===== src/rtl/pad_event_scheduler.sv =====
// Round-robin scheduler sharing four RGB LEDs between four pad buttons.
// Each granted pad plays a five-frame sweep, then a blank guard gap.
module pad_event_scheduler #(
    parameter int TICK_DIV = 4,
    parameter int GAP_CYC  = 2
) (
    input  logic       clk,
    input  logic       rst,
    input  logic [3:0] button_inp,
    input  logic       abort,
    output logic       led_1_R,
    output logic       led_1_G,
    output logic       led_1_B,
    output logic       led_2_R,
    output logic       led_2_G,
    output logic       led_2_B,
    output logic       led_3_R,
    output logic       led_3_G,
    output logic       led_3_B,
    output logic       led_4_R,
    output logic       led_4_G,
    output logic       led_4_B,
    output logic       busy,
    output logic [1:0] grant_id
);

    typedef enum logic [1:0] {S_IDLE, S_PLAY, S_GAP} state_t;

    localparam logic [7:0] TICK_LAST = 8'(TICK_DIV - 1);
    localparam logic [7:0] GAP_LAST  = 8'(GAP_CYC - 1);

    state_t      r_state, w_state;
    logic [3:0]  r_btn_q;
    logic [3:0]  r_pend, w_pend;
    logic [1:0]  r_last, w_last;
    logic [1:0]  r_grant, w_grant;
    logic [7:0]  r_tick, w_tick;
    logic [2:0]  r_frame, w_frame;
    logic [7:0]  r_gap, w_gap;
    logic [11:0] r_led, w_led;

    logic [3:0]  w_rise;
    logic [3:0]  w_clr;
    logic        w_found;
    logic [1:0]  w_win;
    logic [1:0]  w_idx;

    // LED vector for a pad colour and frame; bit 3*l+{0,1,2} is LED l+1 R/G/B
    function automatic logic [11:0] f_leds(input logic [1:0] pad,
                                           input logic [2:0] frame);
        logic [2:0]  c;
        logic [11:0] v;
        c = (pad == 2'd3) ? 3'b111 : (3'b001 << pad);
        v = '0;
        if (frame == 3'd4)
            v = {4{c}};
        else
            v[int'(frame) * 3 +: 3] = c;
        return v;
    endfunction

    assign w_rise = button_inp & ~r_btn_q;

    // Round-robin search starting one past the last granted pad
    always_comb begin
        w_found = 1'b0;
        w_win   = r_last;
        w_idx   = r_last;
        for (int k = 1; k <= 4; k++) begin
            w_idx = r_last + 2'(k);
            if (!w_found && r_pend[w_idx]) begin
                w_found = 1'b1;
                w_win   = w_idx;
            end
        end
    end

    // Next-state, counter, pending and LED computation
    always_comb begin
        w_state = r_state;
        w_last  = r_last;
        w_grant = r_grant;
        w_tick  = r_tick;
        w_frame = r_frame;
        w_gap   = r_gap;
        w_led   = r_led;
        w_clr   = '0;
        unique case (r_state)
            S_IDLE: begin
                if (w_found) begin
                    w_state = S_PLAY;
                    w_grant = w_win;
                    w_last  = w_win;
                    w_clr   = 4'b0001 << w_win;
                    w_tick  = '0;
                    w_frame = '0;
                    w_led   = f_leds(w_win, 3'd0);
                end
            end
            S_PLAY: begin
                if (r_tick == TICK_LAST) begin
                    w_tick = '0;
                    if (r_frame == 3'd4) begin
                        w_state = S_GAP;
                        w_gap   = '0;
                        w_led   = '0;
                    end else begin
                        w_frame = r_frame + 3'd1;
                        w_led   = f_leds(r_grant, w_frame);
                    end
                end else begin
                    w_tick = r_tick + 8'd1;
                end
            end
            S_GAP: begin
                if (r_gap == GAP_LAST)
                    w_state = S_IDLE;
                else
                    w_gap = r_gap + 8'd1;
            end
            default: begin
                w_state = S_IDLE;
                w_led   = '0;
            end
        endcase
        // a new rise on the granted pad survives its own clear
        w_pend = (r_pend & ~w_clr) | w_rise;
        if (abort) begin
            w_state = S_IDLE;
            w_pend  = '0;
            w_led   = '0;
            w_grant = r_grant;
            w_last  = r_last;
        end
    end

    // State, counters, pending bits and registered LED lanes
    always_ff @(posedge clk or negedge rst) begin
        if (!rst) begin
            r_state <= S_IDLE;
            r_btn_q <= '0;
            r_pend  <= '0;
            r_last  <= 2'd3;
            r_grant <= 2'd0;
            r_tick  <= '0;
            r_frame <= '0;
            r_gap   <= '0;
            r_led   <= '0;
        end else begin
            r_state <= w_state;
            r_btn_q <= button_inp;
            r_pend  <= w_pend;
            r_last  <= w_last;
            r_grant <= w_grant;
            r_tick  <= w_tick;
            r_frame <= w_frame;
            r_gap   <= w_gap;
            r_led   <= w_led;
        end
    end

    assign busy     = (r_state != S_IDLE);
    assign grant_id = r_grant;

    assign led_1_R = r_led[0];
    assign led_1_G = r_led[1];
    assign led_1_B = r_led[2];
    assign led_2_R = r_led[3];
    assign led_2_G = r_led[4];
    assign led_2_B = r_led[5];
    assign led_3_R = r_led[6];
    assign led_3_G = r_led[7];
    assign led_3_B = r_led[8];
    assign led_4_R = r_led[9];
    assign led_4_G = r_led[10];
    assign led_4_B = r_led[11];

endmodule


===== config.mk =====
export PLATFORM = sky130hd
export DESIGN_NAME = pad_event_scheduler
export DESIGN_NICKNAME = d
export VERILOG_FILES = /design/src/rtl/pad_event_scheduler.sv
export SDC_FILE = /design/constraint.sdc
export NUM_CORES = 1
export LEC_CHECK = 0
export ABC_AREA = 1
export BUFFER_PORTS_ARGS = -buffer_cell sky130_fd_sc_hd__buf_2
export CAP_MARGIN = 15
export CORE_MARGIN = 3
export CORE_UTILIZATION = 39
export DETAILED_ROUTE_END_ITERATION = 10
export SLEW_MARGIN = 15
export SYNTH_ARGS = -nofsm -noshare
export SYNTH_HDL_FRONTEND = slang
export SYNTH_SLANG_ARGS = --single-unit
export TNS_END_PERCENT = 50

===== constraint.sdc =====
create_clock -name clk -period 4.05 [get_ports clk]
set_clock_uncertainty 0.2 [all_clocks]
set_input_delay 0.405 -clock clk [delete_from_list [all_inputs] [get_ports clk]]
set_output_delay 0.405 -clock clk [all_outputs]
set_load 0.01 [all_outputs]

==> results of run 1 <==
## final cells by class
| cell class | instances | area (µm²) |
|---|---|---|
| clock buffer | 7 | 86.3 |
| fill | 680 | 3530 |
| sequential | 45 | 1130 |
| tap | 93 | 116 |
| clock inverter | 1 | 30.0 |
| inverter | 46 | 178 |
| timing repair buffer | 21 | 105 |
| multi-input combinational | 262 | 1390 |
## critical path: cells and delay by family (launching register included)
kind | cells | cell delay [ps]
AND/OR/NAND/NOR | 10 | 780
AO/OA/AOI/OAI | 3 | 310
adder cells (fa/ha/maj) | 1 | 200
flip-flops | 1 | 640
buffers and inverters | 2 | 130
## kinds of logic after synthesis
group                      Yosys count  synth area share
and+or+nand+nor                    191             0.316
buffers and inverters               49            0.0762
AOI/OAI and AO/OA                   48            0.0973
DFF                                 45             0.414
adders and majority gates           16            0.0735
xor gates and xnor gates             7            0.0225
## placed cells by master, fill, tap and decap left out, drive strengths merged, types with 7 or more instances in the layout
master,synthesis,routed
clkbuf,0,7
nand3,19,19
dfrtp,43,43
a21oi,14,14
o21ai,24,24
nand4,8,8
buf,3,21
nand2,127,127
ha,16,16
nor2,31,31
inv,45,45
## synthesized netlist by cell type (3+ instances only)
library cell              instances  area (µm²)
sky130_fd_sc_hd__nand2_1        115         432
sky130_fd_sc_hd__dfrtp_1         43        1080
sky130_fd_sc_hd__inv_1           33         124
sky130_fd_sc_hd__nor2_1          24        90.1
sky130_fd_sc_hd__nand3_1         19        95.1
sky130_fd_sc_hd__ha_1            16         200
sky130_fd_sc_hd__o21ai_0         15        75.1
sky130_fd_sc_hd__a21oi_1         13        65.1
sky130_fd_sc_hd__inv_2           11        41.3
sky130_fd_sc_hd__nand2_2         10        62.6
sky130_fd_sc_hd__o21ai_1          9        45.0
sky130_fd_sc_hd__nand4_1          7        43.8
sky130_fd_sc_hd__o22ai_1          5        31.3
sky130_fd_sc_hd__xor2_1           5        43.8
sky130_fd_sc_hd__nor2_2           4        25.0
sky130_fd_sc_hd__nor3_1           3        15.0
## per-layer routing
metal | vias up | global-route usage
met4 | 0 | 0.0406
met2 | 16 | 0.251
li1 | 1195 | -
met1 | 1045 | 0.210
met5 | - | 0
met3 | 2 | 0.0274
## where the power goes
group / total, mW / internal (mW) / switching (mW)
clock: 0.347 / 0.201 / 0.146
combinational: 0.983 / 0.324 / 0.659
sequential: 0.651 / 0.544 / 0.106
## final timing paths
kind	startpoint	to	slack (ps)	cells after the start
setup reg to reg	r_last[0]	r_led[2]	1680	16
hold / removal	button_inp[2]	r_btn_q[2]	30	1
setup / recovery	r_last[0]	r_led[2]	1680	16
min in group asynchronous	rst	r_led[7]	80	1
hold reg to reg	r_led[8]	r_led[8]	280	2
max in group asynchronous	rst	r_frame[2]	2950	1
## state kept, by name (all words and copies together) (netlist names)
register	cells
r_tick	8
grant_id	2
r_state	2
r_frame	3
r_gap	8
r_btn_q	4
r_pend	4
r_led	12
r_last	2
==> results summary, run 1 <==
The run finished with clean final reports. The worst-skew pair later-pin latency is about 290 ps. After detailed placement, the total cell area comes to 0.00292 mm². The count of placed standard cells in the final layout, fillers left out came out at roughly 480.

After technology mapping, the gate count stands at 356. Dividing total power by cell area gives a power density of between 600 and 700 mW/mm². The floorplan has 29 rows. The initial cell density of the core came out at 0.415. The wire-length estimate of the detail-placed layout is roughly 4.2 mm. The remaining antenna violation count came out at 0. For this design the static power due to leakage is between 1.5 and 2 nW.

The CTS root buffer is sky130_fd_sc_hd__clkbuf_8. Summed over all layers, the routed wires come to roughly 5.4 mm. By instance count, the cell type seen most on the critical path is sky130_fd_sc_hd__nand2_1. The total placed cells including tap cells came out at 467. The number of distinct library cells after synthesis is 34. For this block, the initial DRC count from the detailed router was about 120. The number of pins exceeding their max-slew limit in the final report is 0. The proportion of register bits with asynchronous set or reset after synthesis is 1.00. In the final timing run, aggregate negative setup slack is 0 ps. The final RePlAce weighted congestion came out at roughly 0.8. The H-tree was split into 2 levels. The number of gates resized after CTS came out at 0. With fillers left out, the area of the finished cells amounts to about 0.003 mm². By startpoint and endpoint, the worst setup path is classified as register to register.

The number of hold-repair buffers added at the cts stage is 0. The headroom to the max-slew limit is 0.333. Prior to clock tree synthesis, the placed netlist has a worst setup slack of 1690 ps.

The stage delay of the slowest cell on the critical path is approximately 640 ps. At the pin with the least slew margin, the transition time is 1000 ps. The post-CTS setup buffer count is 0. The number of antenna diodes in the final layout is 0. In the global route stage, overall resource usage came out at 0.153. The fraction of final layout cells sized beyond drive strength 1 is 0.168. The minimum hold slack is 29.9 ps. The area of the die is around 0.008 mm². The number of sinks on the clock net came out at 45. The routed length on met2 is 2.53 mm. The pin count of the biggest net entering global routing came out at 46. The worst setup path is launched from a register. The final net count is 404. The mean number of vias per cell is ~4.8.

The number of enable-type register cells in the synthesized netlist is 0. Measured on the finished design, the core utilization comes to 0.462. The maximum achievable frequency came out at about 0.42 GHz. The maximum buffer depth of the clock tree came out at 2. The number of I/O port buffers is 21. In this run the top signal layer used is met4. The total congestion overflow came out at 0. The number of antenna violations at the first check in global routing is 0. The final setup violation count is 0. The die extent in x came out at about 90 µm. The type of destination of the critical path is a register.

Synthesis produced a netlist with a net count of 379. The critical path required time is between 4000 and 5000 ps. The clock edge transition at the registers on the reported setup and hold paths came out at around 80 ps. Setup repair after global routing left no endpoint under its margin.

The routed metal-1 wirelength is about 2.8 mm. In the finished design, the share of the clock period the worst path needs comes to 0.585. Data arrives at the worst endpoint at between 2000 and 2500 ps. The total power after layout came out at approximately 2.0 mW. The area overhead of the layout relative to synthesis is 11.3%. The number of failing hold endpoints at the final stage came out at 0.

Across all layers, the routed design uses approximately 2,300 vias. The detailed-routed wire length on met3 is around 92 µm. The via count of the first global-routing pass came to roughly 2,100.

The wire length of the first global-routing pass came out at roughly 9.8 mm. The post-layout worst setup margin came out at approximately 1700 ps. The number of synthesized register bits came out at 45.

The height of the die came out at between 80 and 90 µm. A synthesized cell averages between 7 and 8 µm². The remaining design rule violation count came out at 0. The critical path goes through inv_6 > nand2_1 > nand2_2 > nand2_1 > nand2_2 > nor2_1 > nand2_1 > o21ai_1 > nand2_1 > nand2_1 > inv_2 > ha_1 > o21ai_0 > o21ai_0 > nand2_1 > nand2_1.

The average detailed-routed wire length per instance came out at 11.4 µm. The number of warning messages in the yosys log came out at 0. The number of top-level pins is 22.

Among all flip-flop cells after synthesis, the most frequent one is sky130_fd_sc_hd__dfrtp_1. The count of maximum capacitance violations came out at 0. The highest-delay cell along the critical path is sky130_fd_sc_hd__dfstp_2. The post-route minimum period is between 2000 and 2500 ps.

The number of optimization iterations in the first detailed-route pass is 4. The path class of the tightest hold or removal check is primary input to register. Of all nets on the critical path, the largest fanout is 8. The maximum vdd ir drop came out at slightly above 0.0002 V. TritonCTS built the clock tree.

The standard cell core area is between 0.006 and 0.007 mm². The share of the Yosys chip area taken by registers is 0.414. Buffers inserted during clock tree synthesis total 5. The synthesized netlist occupies a cell area of 0.00273 mm².
Note: power is estimated with default switching activity, not from simulation.
==> inputs of run 2 (changes only) <==
==> constraint.sdc (replaced) <==
create_clock -name clk -period 2.16 [get_ports clk]
set_clock_uncertainty 0.2 [all_clocks]
set_input_delay 0.216 -clock clk [delete_from_list [all_inputs] [get_ports clk]]
set_output_delay 0.216 -clock clk [all_outputs]
set_load 0.01 [all_outputs]
==> results summary, run 2 (synthesis gave the netlist of run 1 again) <==
The global router's overall resource usage was 0.164 (was 0.153). The leakage dissipation came to 1.82 nW (was 1.53 nW). The detailed-routed wire length on met3 came to 129 µm (was 92 µm).

The part of the cycle the worst path needs is 1.08 (was 0.585). The CTS root buffer is sky130_fd_sc_hd__clkbuf_8 (unchanged). The number of flip-flops in the largest register is 12 (unchanged). The ratio of total power to cell area was 1390 mW/mm² (was 653 mW/mm²). The height of the die is 89.6 µm (unchanged). The most common cell after layout, fill and taps aside is sky130_fd_sc_hd__nand2_1 (unchanged). The standard cell core area was 0.00657 mm² (unchanged). The mean number of vias per cell is 4.78 (was 4.75). The number of antenna violations at the first check in global routing is 0 (unchanged). The maximum achievable frequency came out at 0.430 GHz (was 0.422 GHz). The H-tree depth reported by CTS came to 2 (unchanged).

The worst-skew pair later-pin latency is 300 ps (was 290 ps). The headroom to the max-slew limit is 0.652 (was 0.333). The die extent in x is 89.6 µm (unchanged). The average detailed-routed wire length per instance came out at 12.3 µm (was 11.4 µm). The critical path startpoint category is a register (unchanged).

The number of buffers created by CTS is 5 (unchanged). The total negative setup slack is -894 ps (was 0 ps). The worst slack at placement is -74.8 ps (was 1690 ps). The DRC violation total after the first TritonRoute iteration came to 124 (was 117). The remaining antenna violation count is 0 (unchanged). The post-route minimum period came to 2320 ps (was 2370 ps).

The number of I/O port buffers came out at 21 (unchanged). The number of failing hold endpoints at the final stage is 0 (unchanged). The via count of the first global-routing pass is 2,355 (was 2,133). The count of maximum capacitance violations came out at 0 (unchanged). The initial cell density of the core is 0.415 (unchanged).

The clock tree from TritonCTS is done (unchanged). The routed length on met2 was 3.12 mm (was 2.53 mm). The via count of the routed design came to 2,453 (was 2,258). Status: finished with violations (was completed). The register bank with the most flops is r_led (unchanged). The fraction of final layout cells sized beyond drive strength 1 is 0.367 (was 0.168). The maximum buffer depth of the clock tree came to 2 (unchanged). Commonest cells after routing, fill and taps aside: sky130_fd_sc_hd__nand2_1, sky130_fd_sc_hd__dfrtp_1, sky130_fd_sc_hd__inv_1, sky130_fd_sc_hd__buf_4 (was sky130_fd_sc_hd__nand2_1, sky130_fd_sc_hd__dfrtp_1, sky130_fd_sc_hd__inv_1, sky130_fd_sc_hd__nor2_1, sky130_fd_sc_hd__buf_2). The area overhead of the layout relative to synthesis was 36.9% (was 11.3%). The final net count was 442 (was 404). The number of sinks on the clock net was 45 (unchanged). The clock edge transition at the registers on the reported setup and hold paths came out at 90 ps (was 80 ps). Registers with the highest flip-flop counts: r_led (12), r_gap (8), r_tick (8) (unchanged). The pin count of the biggest net entering global routing came out at 25 (was 46). The number of top-level pins came out at 22 (unchanged). The number of cell rows is 29 (unchanged). The slew at the pin closest to its max-slew limit is 522 ps (was 1000 ps). The number of optimization iterations in the first detailed-route pass came out at 5 (was 4). The number of pins exceeding their max-slew limit in the final report is 0 (unchanged).

The checks that failed: setup timing. The class of the worst hold path is primary input to register (unchanged). The top routing layer in use is met4 (unchanged). The maximum fanout along the worst path came to 7 (was 8). The maximum vdd ir drop came to 0.000533 V (was 0.000201 V). The critical path required time is 2200 ps (was 4040 ps). The routed metal-1 wirelength is 2.93 mm (was 2.76 mm).

The wire length of the first global-routing pass is 10.4 mm (was 9.76 mm). The placed wire-length estimate came out at 4.38 mm (was 4.19 mm). The total detailed-routing wirelength is 6.32 mm (was 5.40 mm). The arrival time reported for the critical path endpoint was 2360 ps (about the same). The type of destination of the critical path is a register (unchanged). The final RePlAce weighted congestion came out at 0.828 (was 0.792). The total congestion overflow came out at 0 (unchanged).

The count of inserted antenna diode cells is 0 (unchanged). The startpoint-to-endpoint class of the critical path is register to register (unchanged). The post-layout worst setup margin is -163 ps (was 1680 ps). Setup repair after global routing missed its margin: true (was false). The final setup violation count came out at 8 (was 0). The area of the die came out at 0.00803 mm² (unchanged). The remaining design rule violation count is 0 (unchanged).
-- run 2: worst max-delay path: stages (launching register included) --
cell	delay (ps)
sky130_fd_sc_hd__dfstp_2	640
sky130_fd_sc_hd__clkinv_4	160
sky130_fd_sc_hd__nand2_4	100
sky130_fd_sc_hd__nand2_4	70
sky130_fd_sc_hd__nand2_4	70
sky130_fd_sc_hd__nand2_4	70
sky130_fd_sc_hd__nor2_4	110
sky130_fd_sc_hd__nand2_2	70
sky130_fd_sc_hd__o21ai_2	60
sky130_fd_sc_hd__nand2_2	90
sky130_fd_sc_hd__nand2_4	80
sky130_fd_sc_hd__inv_4	50
sky130_fd_sc_hd__ha_4	160
sky130_fd_sc_hd__buf_6	110
sky130_fd_sc_hd__nand2_2	50
sky130_fd_sc_hd__nand2_2	50
sky130_fd_sc_hd__a21oi_2	130
-- run 2: final cells by class --
cell class                      count  area [µm²]
Inverter                           46         183
Clock inverter                      3        65.1
Clock buffer                        5        68.8
Sequential cell                    45        1130
Timing Repair Buffer               59         434
Tap cell                           93         116
Multi-Input combinational cell    262        1730
Fill cell                         593        2840
-- run 2: timing repair --
action	CTS	global route
setup endpoints to repair	6	19
buffers inserted	5	6
pin swaps	20	16
hold buffers	5	0
endpoints found under the hold margin	28	0
resized for setup	29	68
-- run 2: path summary, 6_finish.rpt --
| kind | depth (start not counted) | endpoint | from | slack [ps] |
|---|---|---|---|---|
| hold / removal | 2 | r_pend[3] | abort | 30 |
| min in group asynchronous | 2 | r_led[9] | rst | 220 |
| setup reg to reg | 16 | r_pend[2] | r_last[0] | -160 |
| max in group asynchronous | 3 | r_last[0] | rst | 960 |
| hold reg to reg | 2 | r_led[1] | r_led[1] | 270 |
| setup / recovery | 16 | r_pend[2] | r_last[0] | -160 |
-- run 2: per-layer routing --
metal  global-route usage  vias to the layer above
met5                    0                        -
met4               0.0487                        0
met3               0.0274                       10
met2                0.283                       29
met1                0.209                     1148
li1                     -                     1266
-- run 2: power breakdown --
group / internal, mW / total, mW / leakage, nW / switching, mW
clock: 0.460 / 0.755 / 0.0681 / 0.295
sequential: 1.02 / 1.21 / 0.595 / 0.193
combinational: 1.38 / 3.20 / 1.16 / 1.82
total: 2.86 / 5.17 / 1.82 / 2.31
-- run 2: metrics by stage --
stage           util  hold slack (ps)  cell area [µm²]  cells  power, mW
3_5_place_dp   0.472             28.7             3100    489       3.42
3_3_place_gp   0.472             31.0             3100    489       3.38
2_1_floorplan      -             -280             2730    356       2.68
6_report       0.568             31.7             3730    513       5.17
5_1_grt        0.568             49.1             3730    513       5.58
4_1_cts        0.520             23.8             3420    507       4.56
